### src/rtl/sseg_scan_driver.sv
// Multiplexed hex seven-segment scan driver with sign position, blanking,
// leading-zero suppression and tear-free double-buffered updates at frame wrap.
module sseg_scan_driver #(
  parameter int unsigned NUM_DIGITS  = 4,
  parameter int unsigned REFRESH_DIV = 50000,
  parameter bit          ACTIVE_LOW  = 1'b0
) (
  input  logic                    clk,
  input  logic                    reset,
  input  logic                    load,
  input  logic [4*NUM_DIGITS-1:0] data,
  input  logic                    neg,
  input  logic [NUM_DIGITS-1:0]   blank_mask,
  input  logic                    lz_en,
  output logic [0:6]              seg,
  output logic [NUM_DIGITS:0]     dig_en,
  output logic                    frame_done
);

  localparam int unsigned DW = 4 * NUM_DIGITS;
  localparam int unsigned PW = $clog2(REFRESH_DIV);
  localparam int unsigned SW = $clog2(NUM_DIGITS + 1);
  localparam logic [PW-1:0] PRESC_LAST = PW'(REFRESH_DIV - 1);
  localparam logic [SW-1:0] POS_LAST   = SW'(NUM_DIGITS);

  logic [PW-1:0]         presc_q, presc_d;
  logic [SW-1:0]         pos_q, pos_d;
  logic [DW-1:0]         pend_data_q, pend_data_d;
  logic                  pend_neg_q, pend_neg_d;
  logic [NUM_DIGITS-1:0] pend_blank_q, pend_blank_d;
  logic                  pend_lz_q, pend_lz_d;
  logic                  pend_valid_q, pend_valid_d;
  logic [DW-1:0]         shadow_data_q, shadow_data_d;
  logic                  shadow_neg_q, shadow_neg_d;
  logic [NUM_DIGITS-1:0] shadow_blank_q, shadow_blank_d;
  logic                  shadow_lz_q, shadow_lz_d;
  logic [0:6]            seg_q, seg_d;
  logic [NUM_DIGITS:0]   dig_en_q, dig_en_d;
  logic                  frame_done_q;
  logic                  tick_c, wrap_c;

  assign tick_c = (presc_q == PRESC_LAST);
  assign wrap_c = tick_c && (pos_q == POS_LAST);

  // Glyph table, bit 6 = segment a ... bit 0 = segment g.
  function automatic logic [6:0] hex_glyph(input logic [3:0] nib);
    hex_glyph = 7'b0000000;
    case (nib)
      4'h0: hex_glyph = 7'b1111110;
      4'h1: hex_glyph = 7'b0110000;
      4'h2: hex_glyph = 7'b1101101;
      4'h3: hex_glyph = 7'b1111001;
      4'h4: hex_glyph = 7'b0110011;
      4'h5: hex_glyph = 7'b1011011;
      4'h6: hex_glyph = 7'b1011111;
      4'h7: hex_glyph = 7'b1110000;
      4'h8: hex_glyph = 7'b1111111;
      4'h9: hex_glyph = 7'b1111011;
      4'hA: hex_glyph = 7'b1110111;
      4'hB: hex_glyph = 7'b0011111;
      4'hC: hex_glyph = 7'b1001110;
      4'hD: hex_glyph = 7'b0111101;
      4'hE: hex_glyph = 7'b1001111;
      4'hF: hex_glyph = 7'b1000111;
      default: hex_glyph = 7'b0000000;
    endcase
  endfunction

  // Scan timing plus pending/shadow buffering; shadow only moves at wrap.
  always_comb begin
    presc_d        = tick_c ? '0 : presc_q + PW'(1);
    pos_d          = pos_q;
    pend_data_d    = pend_data_q;
    pend_neg_d     = pend_neg_q;
    pend_blank_d   = pend_blank_q;
    pend_lz_d      = pend_lz_q;
    pend_valid_d   = pend_valid_q;
    shadow_data_d  = shadow_data_q;
    shadow_neg_d   = shadow_neg_q;
    shadow_blank_d = shadow_blank_q;
    shadow_lz_d    = shadow_lz_q;

    if (tick_c) begin
      pos_d = (pos_q == POS_LAST) ? '0 : pos_q + SW'(1);
    end

    if (load) begin
      pend_data_d  = data;
      pend_neg_d   = neg;
      pend_blank_d = blank_mask;
      pend_lz_d    = lz_en;
      pend_valid_d = 1'b1;
    end

    if (wrap_c) begin
      pend_valid_d = 1'b0;
      if (load) begin
        shadow_data_d  = data;
        shadow_neg_d   = neg;
        shadow_blank_d = blank_mask;
        shadow_lz_d    = lz_en;
      end else if (pend_valid_q) begin
        shadow_data_d  = pend_data_q;
        shadow_neg_d   = pend_neg_q;
        shadow_blank_d = pend_blank_q;
        shadow_lz_d    = pend_lz_q;
      end
    end
  end

  // Glyph and position enable for the current scan position, from shadow only.
  always_comb begin
    logic [3:0] nib;
    logic       upper_zero;
    logic       dark;
    seg_d      = '0;
    dig_en_d   = '0;
    nib        = '0;
    upper_zero = 1'b1;
    dark       = 1'b0;
    for (int i = int'(NUM_DIGITS) - 1; i >= 0; i--) begin
      nib        = shadow_data_q[4*i +: 4];
      upper_zero = upper_zero & (nib == 4'h0);
      dark       = shadow_blank_q[i] | (shadow_lz_q & upper_zero & (i != 0));
      if (pos_q == SW'(i)) begin
        dig_en_d[i] = 1'b1;
        seg_d       = dark ? 7'b0000000 : hex_glyph(nib);
      end
    end
    if (pos_q == POS_LAST) begin
      dig_en_d[NUM_DIGITS] = 1'b1;
      seg_d                = shadow_neg_q ? 7'b0000001 : 7'b0000000;
    end
    if (ACTIVE_LOW) begin
      seg_d    = ~seg_d;
      dig_en_d = ~dig_en_d;
    end
  end

  always_ff @(posedge clk or posedge reset) begin
    if (reset) begin
      presc_q        <= '0;
      pos_q          <= '0;
      pend_data_q    <= '0;
      pend_neg_q     <= 1'b0;
      pend_blank_q   <= '0;
      pend_lz_q      <= 1'b0;
      pend_valid_q   <= 1'b0;
      shadow_data_q  <= '0;
      shadow_neg_q   <= 1'b0;
      shadow_blank_q <= '0;
      shadow_lz_q    <= 1'b0;
      seg_q          <= {7{ACTIVE_LOW}};
      dig_en_q       <= {(NUM_DIGITS + 1){ACTIVE_LOW}};
      frame_done_q   <= 1'b0;
    end else begin
      presc_q        <= presc_d;
      pos_q          <= pos_d;
      pend_data_q    <= pend_data_d;
      pend_neg_q     <= pend_neg_d;
      pend_blank_q   <= pend_blank_d;
      pend_lz_q      <= pend_lz_d;
      pend_valid_q   <= pend_valid_d;
      shadow_data_q  <= shadow_data_d;
      shadow_neg_q   <= shadow_neg_d;
      shadow_blank_q <= shadow_blank_d;
      shadow_lz_q    <= shadow_lz_d;
      seg_q          <= seg_d;
      dig_en_q       <= dig_en_d;
      frame_done_q   <= wrap_c;
    end
  end

  assign seg        = seg_q;
  assign dig_en     = dig_en_q;
  assign frame_done = frame_done_q;

endmodule

### config.mk
export PLATFORM = sky130hd
export DESIGN_NAME = sseg_scan_driver
export DESIGN_NICKNAME = d
export VERILOG_FILES = /design/src/rtl/sseg_scan_driver.sv
export SDC_FILE = /design/constraint.sdc
export NUM_CORES = 1
export LEC_CHECK = 0
export BUFFER_PORTS_ARGS = -buffer_cell sky130_fd_sc_hd__buf_2
export CAP_MARGIN = 40
export CELL_PAD_IN_SITES_DETAIL_PLACEMENT = 1
export CELL_PAD_IN_SITES_GLOBAL_PLACEMENT = 1
export CORE_UTILIZATION = 44
export CTS_CLUSTER_SIZE = 8
export DETAILED_ROUTE_END_ITERATION = 6
export PLACE_DENSITY_LB_ADDON = 0.1
export SYNTH_ARGS = -nofsm -noshare
export SYNTH_HDL_FRONTEND = slang
export SYNTH_SLANG_ARGS = --single-unit
### constraint.sdc
create_clock -name clk -period 5.7 [get_ports clk]
set_clock_uncertainty 0.05 [all_clocks]
set_input_delay 1.14 -clock clk [delete_from_list [all_inputs] [get_ports clk]]
set_output_delay 1.14 -clock clk [all_outputs]
set_load 0.02 [all_outputs]
* Word-level counts from Yosys, hierarchy flattened
Memory sizes are Yosys's and may differ from the RTL's.
Cells that the tools add are included.
** Storage, ports and cells
- Memories :: 4
- Bits in read-only memories :: 448
- Output and inout bits :: 13
- Bits of input ports :: 25
- Flip-flop bits (word level) :: 77
- Logic and storage cells :: 68
** Memories
- (name not given) :: words 16, bits a word 7, read ports 1, clocked after Yosys merged registers in 0, write ports 0, line 48 : case (nib)
- (name not given) :: words 16, bits a word 7, read ports 1, clocked after Yosys merged registers in 0, write ports 0, line 48
- (name not given) :: words 16, bits a word 7, read ports 1, clocked after Yosys merged registers in 0, write ports 0, line 48
- (name not given) :: words 16, bits a word 7, read ports 1, clocked after Yosys merged registers in 0, write ports 0, line 48
** Cells by class
- Equal/unequal tests :: 5
- Bitwise logic cells :: 8
- Muxes and demuxes :: 27
- Reduce and logical (&&, ||, !) cells :: 8
- Add/subtract/negate cells :: 2
** Operators with widths (count)
- $mux W7 :: 9
- $mux W16 :: 3
- $add A16 B1 Y16 const B :: 1
- $eq A16 B16 Y1 const B :: 1
- $logic_not A4 Y1 :: 3
- $mux W1 :: 12
- $mux W4 :: 2
- $eq A3 B2 Y1 const B :: 2
- $and A1 B1 Y1 :: 5
- $reduce_bool A2 Y1 :: 2
- $add A3 B1 Y3 const B :: 1
- $eq A3 B1 Y1 const B :: 1
- $eq A3 B3 Y1 const B :: 1
- $logic_not A3 Y1 :: 1
- $mux W3 :: 1
- $or A1 B1 Y1 :: 3
- $reduce_and A2 Y1 :: 1
- $logic_and A1 B1 Y1 :: 1

* Depth between registers and ports, before layout
- Word-level depth :: 9
- Depth in mapped cells :: 9
- Gate-level depth less buffers :: 7

* Least setup slack after synthesis
No wires, ideal clock.
- Kind :: in2reg
- From :: in load
- To :: reg shadow_blank_q[3]
- Arrival time :: 2.282 ns
- Library setup time :: 0.125 ns
- Path buffers :: 2
- Stages on the path :: 4
- Path slack :: 3.243 ns
- Required time :: 5.525 ns
- Cells stage by stage :: buf_2 > buf_1 > mux2_2 > mux2_4
** On the way
- Word-level cells in the longest chain between the ends :: 2
- Elaborated cells on any way between the ends :: 3
- Those cells by class :: 1 x mux; 2 x reduce/logical
** Ends and longest elaborated chain
- from (decl) :: line 10 : input logic load,
- $reduce_bool A2 Y1 (no source line)
- $reduce_and A2 Y1 (no source line)
- to (signal assigned) :: line 166 : shadow_blank_q <= shadow_blank_d;
- to (decl) :: line 35 : logic [NUM_DIGITS-1:0] shadow_blank_q, shadow_blank_d;
Several ways; a longest one is shown, not always the timed one.
A chain may end at the register's enable or synchronous reset.

* Worst setup path after layout
- From :: reg presc_q[13]
- To :: reg shadow_data_q[5]
** On the way
- Word-level cells in the longest chain between the ends :: 3
** Ends and longest elaborated chain
- from (decl) :: line 26 : logic [PW-1:0] presc_q, presc_d;
- from (signal assigned) :: line 157 : presc_q <= presc_d;
- $eq A16 B16 Y1 :: line 42 : assign tick_c = (presc_q == PRESC_LAST);
- $logic_and A1 B1 Y1 :: line 43 : assign wrap_c = tick_c && (pos_q == POS_LAST);
- net wrap_c :: line 40 : logic tick_c, wrap_c;
- $reduce_and A2 Y1 (no source line)
- to (signal assigned) :: line 164 : shadow_data_q <= shadow_data_d;
- to (decl) :: line 33 : logic [DW-1:0] shadow_data_q, shadow_data_d;
The timed path passes the listed nets, and every way through them passes these cells.

==> summary.txt <==
GRT
  • Total grt overflow: 0
  • Initial antenna violation count: 0
  • Number of global-route vias before repair: 3211
  • GRT Overall Usage: 0.207
  • Global-route wire length before repair: 16100 um
  • Largest net degree at the start of global routing: 47

Pwr
  • P_sw: 0.239 mW
  • Lkg Pwr: 2.16 nW
  • Clk pwr share: 0.411
  • Final Power: 1.04 mW
  • P_int: 0.801 mW
  • Logic pwr share: 0.046
  • Power density cells: 213 mW/mm^2
  • Sw Share: 0.230
  • Max IR drop VDD: 0.184 mV
  • Seq pwr share: 0.543

Final layout
  • Fraction of layout cells with a size suffix above 1: 0.267
  • Area growth from synthesis to layout: 11.9%
  • Fin cells: 553
  • FILL cells: 1042
  • Final Net Count: 474
  • Ant diodes: 0

Timing
  • Worst-Margin Slew: 0.657 ns
  • Fmax: 0.385 GHz
  • Setup Viol. Count Final: 0
  • Tmin final: 2.60 ns
  • RSZ-0062 raised after global routing: false
  • Slew margin rel.: 0.562
  • Fin. max-slew vios: 0
  • Setup TNS: 0 ns
  • Final hold violation count: 0
  • Period Utilization, post-route: 0.456

Worst setup path
  • R2r setup slk: 3.10 ns
  • CP max FO: 16
  • Max stage delay on crit path: 0.61 ns
  • CP Class: flop to flop
  • CP max-delay cell: and4_1
  • Worst Setup Start Kind: flop
  • CP required: 5.89 ns
  • Worst EP arrival: 2.79 ns
  • Crit. End Element: flop
  • Worst path cell trace: nor4bb_1 > and4_1 > and2_4 > o21ai_4 > buf_16 > mux2_4

Yosys
  • Sequential fraction of the synthesis area: 0.442
  • Syn_nets: 443
  • Number of synthesized flops with an enable pin: 0
  • Most common cell in the netlist: dfrtp_1
  • Cell accounting for the most synthesized area: dfrtp_1
  • Register bit total from synthesis: 77
  • Top cells by area, synth: dfrtp_1, ha_1, mux2_2, mux2_4, nor2_1
  • Post-synth ARST share: 1.00
  • Top FF cell, synth: dfrtp_1
  • Most frequent cells after synthesis: dfrtp_1, ha_1, mux2_2, nor2_1
  • Synth cell types: 55
  • Synth Cell Area: 0.00436 mm^2
  • Syn_area_per_cell: 11.2 um^2
  • Synth Warn #: 0
  • Synth top area share: 0.442
  • Synth Instances: 388

Status
  • Status: complete, no violations

CTS
  • Clk Latency, worst-skew pair: 0.36 ns
  • Clock Tree Root: clkbuf_8
  • Post_cts resized: 0
  • Max Buffers Root-to-Sink: 2
  • CTS sink cnt: 77
  • Htree depth: 3
  • CTS tree: done
  • CTS Hold Buffers Added: 0
  • Worst-path clk slew: 0.09 ns
  • Inserted Clock Buffers: 9
  • Post-CTS Setup Inserts: 0

Floorplanning
  • Full die area: 0.0103 mm^2
  • Die Y: 102 um
  • Die W: 102 um
  • Initial Utilization: 0.463
  • Row Count: 35
  • I/O pins: 38
  • Core Box Area: 0.00942 mm^2

Job
  • Max Cap Viol: 0

Placed design
  • Input/output buffers: 37
  • Placed cells: 537
  • GP Congestion: 0.827
  • Post-DP HPWL: 6840 um

Detailed routing
  • Detail-routed via count per cell: 5.35
  • Vias: 2961
  • DR DRC count: 0
  • Post-DRT Antenna Nets: 0
  • Iter 0 DRT Violations: 113
  • WL/cell: 16.8 um
  • Routed wire length: 9280 um
  • 1st-pass router iterations: 4

Min path
  • Hold WC Path Type: flop to flop
final timing paths:
path                                                end                  start  cells past startpoint
max in group asynchronous    pend_data_q[5]$_DFFE_PP0P_                  reset                      4
min                                presc_q[0]$_DFF_PP0_   presc_q[0]$_DFF_PP0_                      1
max reg2reg                shadow_data_q[5]$_DFFE_PP0P_  presc_q[13]$_DFF_PP0_                      6
max                        shadow_data_q[5]$_DFFE_PP0P_  presc_q[13]$_DFF_PP0_                      6
min reg2reg                        presc_q[0]$_DFF_PP0_   presc_q[0]$_DFF_PP0_                      1
min in group asynchronous         pend_lz_q$_DFFE_PP0P_                  reset                      3
cells in the final DEF (no fill, tap or decap), types with 3 or more instances in the layout:
cell / count
dfrtp_1: 77
nor3_1: 8
nand3b_1: 5
nand3_1: 5
buf_2: 37
nand2_1: 23
a21oi_1: 9
a22oi_1: 4
nand4_1: 3
inv_1: 22
clkinv_4: 3
a32oi_1: 3
nor2_1: 24
o21ai_0: 16
xnor2_1: 9
a31oi_1: 3
mux2_4: 20
nand2b_1: 6
ha_1: 30
mux4_2: 3
a211oi_1: 4
nor2b_1: 10
o211ai_1: 5
mux2i_1: 8
and2_1: 3
mux2_2: 27
clkbuf_8: 10
o311ai_0: 4
xor2_1: 5
flip-flops by register name, indices dropped and copies added, names as in the netlist:
register and cells:
shadow_blank_q 4, pend_neg_q 1, shadow_neg_q 1, presc_q 16, shadow_data_q 16, seg 7, pend_data_q 16, dig_en 5
frame_done 1, pos_q 3, pend_valid_q 1, shadow_lz_q 1, pend_blank_q 4, pend_lz_q 1
critical path: cells and delay by family (launching register included):
kind,cells,cell delay [ns]
and+or+nand+nor,3,1.28
DFF,1,0.42
muxes,1,0.29
buffers and inverters,1,0.25
AOI/OAI and AO/OA,1,0.17
power by group through the flow:
| stage | Sequential, mW | Clock, mW | Combinational (mW) |
|---|---|---|---|
| 2_1_floorplan | 0.574 | 0 | 0.0310 |
| 3_3_place_gp | 0.575 | 0 | 0.0451 |
| 3_5_place_dp | 0.576 | 0 | 0.0497 |
| 4_1_cts | 0.565 | 0.446 | 0.0497 |
| 5_1_grt | 0.567 | 0.462 | 0.0546 |
| 6_report | 0.565 | 0.427 | 0.0474 |
cells by family (layout without fill, tap and decap cells):
family / after synthesis / in the layout / synth area share
buffers and inverters: 43 / 79 / 0.0425
DFF: 77 / 77 / 0.442
muxes: 58 / 58 / 0.172
adders and majority gates: 30 / 30 / 0.0861
and+or+nand+nor: 106 / 106 / 0.135
xor gates and xnor gates: 14 / 14 / 0.0281
AOI/OAI and AO/OA: 60 / 60 / 0.0941
through the flow:
| step | util | setup WS, ns | cell area (um^2) | hold WS, ns |
|---|---|---|---|---|
| 2_1_floorplan | - | 2.54 | 4360 | 0.374 |
| 3_5_place_dp | 0.496 | 2.88 | 4670 | 0.396 |
| 3_3_place_gp | 0.490 | 2.74 | 4620 | 0.388 |
| 5_1_grt | 0.518 | 2.91 | 4880 | 0.438 |
| 6_report | 0.518 | 3.10 | 4880 | 0.405 |
| 4_1_cts | 0.518 | 3.10 | 4880 | 0.409 |
layout make-up:
cell class                 instances  area [um^2]  area share
clock inverter                     6         70.1      0.0144
sequential                        77         1930       0.395
clock buffer                      10          138      0.0282
timing repair buffer              40          248      0.0508
tap                              129          161      0.0331
inverter                          23         87.6      0.0179
multi-input combinational        268         2250       0.461
per-layer routing:
metal | GRT usage | up-vias | routed length (um) | share of wire
met1 | 0.268 | 1480 | 4360 | 0.47
met2 | 0.339 | 40 | 4450 | 0.48
met4 | 0.0825 | 0 | 188 | 0.020
li1 | - | 1428 | - | -
met5 | 0 | - | 0 | 0
met3 | 0.0407 | 13 | 277 | 0.030
(Power assumes the default switching activity.)
